===== src/rtl/alu_bf16_arbiter.sv =====
// Round-robin sharing of one bf16 ALU between NUM_REQ requesters; one issue per clock, no bubbles.
// Response latency ALU_LATENCY+1 edges after acceptance; no response backpressure, grants gated by issue_en.
module alu_bf16_arbiter #(
    parameter int NUM_REQ     = 4,
    parameter int ALU_LATENCY = 1,
    localparam int IDW        = $clog2(NUM_REQ),
    localparam int CW         = $clog2(ALU_LATENCY + 2)
) (
    input  logic                  clock,
    input  logic                  reset_n,
    input  logic                  issue_en,
    input  logic [NUM_REQ-1:0]    req_valid,
    output logic [NUM_REQ-1:0]    req_ready,
    input  logic [4*NUM_REQ-1:0]  req_op,
    input  logic [16*NUM_REQ-1:0] req_a,
    input  logic [16*NUM_REQ-1:0] req_b,
    output logic [NUM_REQ-1:0]    resp_valid,
    output logic [15:0]           resp_data,
    output logic                  resp_err,
    output logic [15:0]           alu_a,
    output logic [15:0]           alu_b,
    output logic [3:0]            alu_ctrl,
    input  logic [15:0]           alu_y,
    output logic [CW-1:0]         inflight
);

    localparam logic [3:0] OP_ADD = 4'b0001;
    localparam logic [3:0] OP_MUL = 4'b0010;

    logic [IDW-1:0]     last_grant_q;
    logic [15:0]        alu_a_q, alu_b_q;
    logic [NUM_REQ-1:0] resp_valid_q, resp_valid_d;
    logic [15:0]        resp_data_q, resp_data_d;
    logic               resp_err_q;
    logic [CW-1:0]      inflight_q, inflight_d;

    // Shadow pipeline: stage ALU_LATENCY is the op whose result is on alu_y now.
    logic               sh_vld_q [ALU_LATENCY+1];
    logic [IDW-1:0]     sh_id_q  [ALU_LATENCY+1];
    logic [3:0]         sh_op_q  [ALU_LATENCY+1];

    logic [NUM_REQ-1:0] grant;
    logic               accept;
    logic [IDW-1:0]     acc_id;
    logic [3:0]         acc_op;
    logic [15:0]        acc_a, acc_b;
    logic               ret_vld, ret_ok;
    logic [3:0]         ret_op;

    always_comb begin
        logic           found;
        logic [IDW-1:0] idx;
        grant = '0;
        found = 1'b0;
        idx   = '0;
        for (int k = 1; k <= NUM_REQ; k++) begin
            idx = IDW'((int'(last_grant_q) + k) % NUM_REQ);
            if (!found && issue_en && req_valid[idx]) begin
                grant[idx] = 1'b1;
                found      = 1'b1;
            end
        end
    end

    assign req_ready = grant & {NUM_REQ{reset_n}};
    assign accept    = |req_ready;

    always_comb begin
        acc_id = '0;
        acc_op = '0;
        acc_a  = '0;
        acc_b  = '0;
        for (int i = 0; i < NUM_REQ; i++) begin
            if (grant[i]) begin
                acc_id = IDW'(i);
                acc_op = req_op[i*4 +: 4];
                acc_a  = req_a[i*16 +: 16];
                acc_b  = req_b[i*16 +: 16];
            end
        end
    end

    assign ret_vld = sh_vld_q[ALU_LATENCY];
    assign ret_op  = sh_op_q[ALU_LATENCY];
    assign ret_ok  = ret_vld && (ret_op == OP_ADD || ret_op == OP_MUL);

    always_comb begin
        alu_ctrl     = ret_ok ? ret_op : 4'b0000;
        resp_valid_d = ret_vld ? (NUM_REQ'(1) << sh_id_q[ALU_LATENCY]) : '0;
        resp_data_d  = ret_ok ? alu_y : 16'h0000;
        inflight_d   = inflight_q + {{(CW-1){1'b0}}, accept} - {{(CW-1){1'b0}}, ret_vld};
    end

    always_ff @(posedge clock or negedge reset_n) begin
        if (!reset_n) begin
            for (int k = 0; k <= ALU_LATENCY; k++) begin
                sh_vld_q[k] <= 1'b0;
                sh_id_q[k]  <= '0;
                sh_op_q[k]  <= '0;
            end
            last_grant_q <= IDW'(NUM_REQ - 1);
            alu_a_q      <= '0;
            alu_b_q      <= '0;
            resp_valid_q <= '0;
            resp_data_q  <= '0;
            resp_err_q   <= 1'b0;
            inflight_q   <= '0;
        end else begin
            sh_vld_q[0] <= accept;
            sh_id_q[0]  <= acc_id;
            sh_op_q[0]  <= acc_op;
            for (int k = 1; k <= ALU_LATENCY; k++) begin
                sh_vld_q[k] <= sh_vld_q[k-1];
                sh_id_q[k]  <= sh_id_q[k-1];
                sh_op_q[k]  <= sh_op_q[k-1];
            end
            if (accept) begin
                alu_a_q      <= acc_a;
                alu_b_q      <= acc_b;
                last_grant_q <= acc_id;
            end
            resp_valid_q <= resp_valid_d;
            if (ret_vld) begin
                resp_data_q <= resp_data_d;
                resp_err_q  <= !ret_ok;
            end
            inflight_q <= inflight_d;
        end
    end

    assign alu_a      = alu_a_q;
    assign alu_b      = alu_b_q;
    assign resp_valid = resp_valid_q;
    assign resp_data  = resp_data_q;
    assign resp_err   = resp_err_q;
    assign inflight   = inflight_q;

endmodule


===== config.mk =====
export PLATFORM = sky130hd
export DESIGN_NAME = alu_bf16_arbiter
export DESIGN_NICKNAME = d
export VERILOG_FILES = /design/src/rtl/alu_bf16_arbiter.sv
export SDC_FILE = /design/constraint.sdc
export NUM_CORES = 1
export LEC_CHECK = 0
export CORE_MARGIN = 4
export CORE_UTILIZATION = 49
export CTS_CLUSTER_SIZE = 16
export DETAILED_ROUTE_END_ITERATION = 7
export DONT_BUFFER_PORTS = 1
export GPL_TIMING_DRIVEN = 0
export MAX_ROUTING_LAYER = met4
export SLEW_MARGIN = 10
export SYNTH_ARGS = -nofsm -noshare
export SYNTH_HDL_FRONTEND = slang
export SYNTH_SLANG_ARGS = --single-unit

===== constraint.sdc =====
create_clock -name clock -period 4.45 [get_ports clock]
set_clock_uncertainty 0.05 [all_clocks]
set_input_delay 0.89 -clock clock [delete_from_list [all_inputs] [get_ports clock]]
set_output_delay 0.89 -clock clock [all_outputs]
set_load 0.02 [all_outputs]

Word-level counts from Yosys, hierarchy flattened
Cells that the tools add are included.
{"block": "word_totals", "output_inout_bits": 63, "wordCells": 93, "regBits": 71}
{"block": "op_classes", "n_reduce_logical": 18, "n_addsub": 6, "n_eq_ne": 2, "shifts": 1, "order_cmp": 8, "muxes": 41, "n_bitwise": 4}
{"op": "$mux W16", "n": 9}
{"op": "$mux W4", "n": 10}
{"op": "$logic_and A1 B1 Y1", "n": 12}
{"op": "$lt A2 B3 Y1 const B", "n": 4}
{"op": "$mux W1", "n": 12}
{"op": "$or A4 B4 Y4", "n": 3}
{"op": "$bmux W1 S2", "n": 4}
{"op": "$demux W1 S2", "n": 4}
{"op": "$ge A2 B1 Y1 const B", "n": 4}
{"op": "$add A2 B1 Y2 const B", "n": 2}
{"op": "$add A2 B2 Y2 const B", "n": 2}
{"op": "$and A4 B4 Y4", "n": 1}
{"op": "$eq A4 B1 Y1 const B", "n": 1}
{"op": "$eq A4 B2 Y1 const B", "n": 1}
{"op": "$logic_not A1 Y1", "n": 4}
{"op": "$mux W2", "n": 2}
{"op": "$reduce_or A4 Y1", "n": 1}
{"op": "$shl A1 B2 Y4 const A", "n": 1}
{"op": "$add A2 B1 Y2", "n": 1}
{"op": "$sub A2 B1 Y2", "n": 1}
{"op": "$logic_or A1 B1 Y1", "n": 1}

Longest topological paths before layout
{"block": "depth", "ltp_word": 21, "depth_mapped": 15, "depth_no_buf": 12}

Least setup slack after synthesis
Ideal clock, no wire load.
{"block": "synth_path", "path_type": "reg-to-output", "startpoint": "reg last_grant_q[0]", "endpoint": "out req_ready[3]", "slack_ns": 0.550, "required_time_ns": 3.510, "t_arrival_ns": 2.960, "path_buffers": 3, "stages_incl_launch_ff": 11, "cell_sequence": "dfstp_2 -> buf_2 -> inv_1 -> ha_1 -> mux4_2 -> or3b_1 -> a21boi_1 -> a221o_1 -> buf_2 -> buf_1 -> and2_1"}
{"block": "synth_between", "elab_chain_cells": 18, "elab_cells_between_ends": 53, "classes_between": "add/sub: 4; order compare: 8; mux: 23; bitwise: 4; reduce/logical: 14"}
{"item": "start: declaration", "line_no": "30", "text": "logic [IDW-1:0] last_grant_q;"}
{"item": "start signal: assignment", "line_no": "101", "text": "last_grant_q <= IDW'(NUM_REQ - 1);"}
{"item": "start signal: assignment", "line_no": "120", "text": "last_grant_q <= acc_id;"}
{"item": "branches (longest 16 deep; another with $lt A2 B3 Y1)"}
{"item": "$mux W4 (*)", "line_no": "58", "text": "if (!found && issue_en && req_valid[idx]) begin"}
{"item": "$and A4 B4 Y4 (*)", "line_no": "65", "text": "assign req_ready = grant & {NUM_REQ{reset_n}};"}
{"item": "end: declaration", "line_no": "13", "text": "output logic [NUM_REQ-1:0] req_ready,"}
Mark *: on every way between the ends. The select of a mux whose other input is x is not followed.

Final worst setup path
{"block": "layout_path", "startpoint": "reg last_grant_q[0]", "endpoint": "out req_ready[2]"}
The elaborated chain is that of the path after synthesis.

==> summary.md <==
| Metric | Value |
|---|---|
| Result of the run | `finished, final reports clean` |
| Startpoint types | `register` |
| Die W | `~100 microns` |
| Pleak | `slightly above 0.002 uW` |
| Pwr Total | `approximately 3900 uW` |
| Critical path type | `register to output pin` |
| Met1 Use GR | `33.9%` |
| H-tree depth | `3` |
| Nets@finish | `between 600 and 700` |
| Post-route DRC | `0` |
| Hold violation count in the final report | `0` |
| Met3 Use GR | `6.80%` |
| First-pass GRT wire length | `roughly 21000 microns` |
| Drt wl/cell | `roughly 22 microns` |
| Clock-pin slew on the worst setup and hold paths | `0.08 ns` |
| Maximum capacitance violations | `0` |
| CTS Buf Count | `9` |
| Ys async rst share | `100%` |
| Top Ports | `230` |
| Design Area, Final | `approximately 4500 sq um` |
| Final worst slack | `~0.18 ns` |
| Max-slew violation count | `0` |
| Yosys warnings | `0` |
| Routed Antenna Nets | `0` |
| Endpoints failing setup | `0` |
| Overflow after GRT | `0` |
| Count leader, synth | `nor2_1` |
| Placed instance area | `approximately 4200 sq um` |
| Mapped cell area | `4110 sq um` |
| Clk sinks | `slightly above 70` |
| Cell variety after synth | `39` |
| Grt met2 use | `around 44%` |
| Via-to-Cell Ratio | `approximately 6.3` |
| Clock insertion delay at the later pin of the skew report | `roughly 0.34 ns` |
| Synth area leader | `dfrtp_1` |
| Hold-fix buffers, CTS | `0` |
| Crit end category | `output pin` |
| Detailed placement HPWL | `around 9900 microns` |
| Synth top area share | `42.0%` |
| Core box area | `a little over 8000 sq um` |
| Top FF cell, synth | `dfrtp_1` |
| Gr usage total | `between 20% and 30%` |
| Synthesized area per cell | `approximately 8.4 sq um` |
| CTS tree | `built` |
| Max clock buf depth | `2` |
| Synth-to-Final Area Change | `8.99%` |
| Arrival time worst endpoint | `approximately 3.3 ns` |
| Clock root buffer | `clkbuf_8` |
| Tightest Pin Transition | `0.612 ns` |
| Die area | `a little under 10000 sq um` |
| Via count | `about 3900` |
| DR iter-0 viols | `between 200 and 300` |
| Crit share post-route | `between 90% and 100%` |
| Post-Route WL | `around 13000 microns` |
| PwrDens | `slightly below 900 nW/um^2` |
| Commonest cells post-synth | `72 x nor2_1, 69 x dfrtp_1, 66 x nand3_1, 34 x a21oi_1` |
| Peak fanout along the critical path | `10` |
| Final Wtd Congestion | `~0.91` |
| GR peak layer | `met2` |
| TritonRoute pass-1 iters | `5` |
| Largest net degree at the start of global routing | `79` |
| IO buf count | `0` |
| ANT cells | `0` |
| Max Fclk | `between 200 and 250 MHz` |
| Row cnt | `33` |
| Gate Count Post-Synth | `a little under 500` |
| Initial antenna violation count | `0` |
| Worst EP required | `roughly 3.5 ns` |
| VDD IR max | `around 0.00043 V` |
| Largest cells by area after synthesis | `dfrtp_1 42%, nand3_1 8.0%, a22o_1 7.0%` |
| Initial Utilization | `about 50%` |
| Hold Path Class | `input pin to async pin` |
| Unrepaired setup endpoints after global routing | `false` |
| DIE HEIGHT | `99.5 microns` |
| Fraction of layout instances using a drive strength above 1 | `under 10%` |
| Post-synthesis sequential area ratio | `a little over two fifths` |
| Number of synthesized flops with an enable pin | `0` |
| Final min period | `4.27 ns` |
| Vias in the first global route | `about 4000` |
| Synth Register Bits | `71` |
| Pre-CTS setup slack | `-0.0108 ns` |
| Relative slew slack | `a little under 60%` |
==> sequential cells by signal (all words and copies together), names as in the netlist <==
register	cells
resp_err	1
ret_op	4
sh_id_q	4
resp_valid	4
inflight	2
resp_data	16
alu_b	16
last_grant_q	2
ret_vld	1
sh_vld_q	1
alu_a	16
sh_op_q	4
==> power breakdown <==
part / switching [uW] / total, uW / internal (uW)
clock: 251 / 526 / 275
combinational: 1270 / 2070 / 797
sequential: 419 / 1330 / 908
==> final timing paths <==
check	start	end	slack, ns	cells past startpoint
max in group asynchronous	reset_n	last_grant_q[0]	3.95	0
worst max register to register	last_grant_q[0]	inflight[1]	0.35	15
worst min-delay path	reset_n	resp_data[4]	0.18	0
worst min register to register	sh_id_q[2]	sh_id_q[0]	0.30	0
min in group clock	sh_id_q[2]	sh_id_q[0]	0.30	0
worst max-delay path	last_grant_q[0]	req_ready[2]	0.18	10
==> layout make-up <==
cell class	instances	area [sq um]
Tap cell	105	131
Buffer	42	220
Fill cell	811	3700
Clock inverter	5	57.6
Timing Repair Buffer	2	15.0
Multi-Input combinational cell	349	2040
Inverter	24	90.1
Clock buffer	11	141
Sequential cell	71	1780
==> layer usage <==
layer | up-vias | share of wire, %
met5 | - | 0
met4 | 0 | 1.8
met3 | 21 | 9.9
met2 | 230 | 49
met1 | 1856 | 39
li1 | 1754 | -
==> cell usage in the layout, fill, tap and decap left out, drive strengths merged, types with 7 or more instances in the layout <==
cell | synthesis | final
o21ai | 28 | 28
and2 | 7 | 7
dfrtp | 69 | 69
a21oi | 34 | 34
ha | 10 | 10
buf | 21 | 21
nand2 | 28 | 28
inv | 24 | 24
nor2 | 72 | 72
clkbuf | 24 | 34
nand4 | 33 | 33
nand3 | 66 | 66
a22o | 33 | 33
==> timing repair <==
item,CTS,global route
pin swaps,0,1
resized for setup,7,6
setup buffers,1,1
endpoints found under the setup margin,4,3
==> kinds of logic (layout without fill, tap and decap cells) <==
kind of cell / Yosys count / count (layout) / synth area share (%)
DFF: 71 / 71 / 43.3
adders and majority gates: 10 / 10 / 3.05
buffers and inverters: 69 / 84 / 7.22
other: 1 / 2 / 0.0913
xor gates and xnor gates: 2 / 2 / 0.427
and+or+nand+nor: 221 / 221 / 25.9
muxes: 4 / 4 / 1.58
AOI/OAI and AO/OA: 110 / 110 / 18.4
==> critical path: stages, from the launching register on <==
cell and delay (ns):
dfstp_2 0.60, clkbuf_4 0.21, inv_1 0.14, ha_1 0.36, mux4_2 0.39, or3b_1 0.40
a21boi_2 0.19, a221o_1 0.18, buf_6 0.16, buf_6 0.15, and2_2 0.21
==> through the flow <==
| stage | util [%] | hold slack [ns] | instances | TNS (ns) |
|---|---|---|---|---|
| 2_1_floorplan | - | 0.281 | 489 | 0 |
| 3_3_place_gp | 51.9 | 0.283 | 594 | 0 |
| 3_5_place_dp | 51.9 | 0.285 | 594 | -0.0108 |
| 4_1_cts | 54.5 | 0.167 | 609 | 0 |
| 5_1_grt | 54.7 | 0.156 | 609 | 0 |
| 6_report | 54.7 | 0.184 | 609 | 0 |
Power figures use the tool's default switching activity.
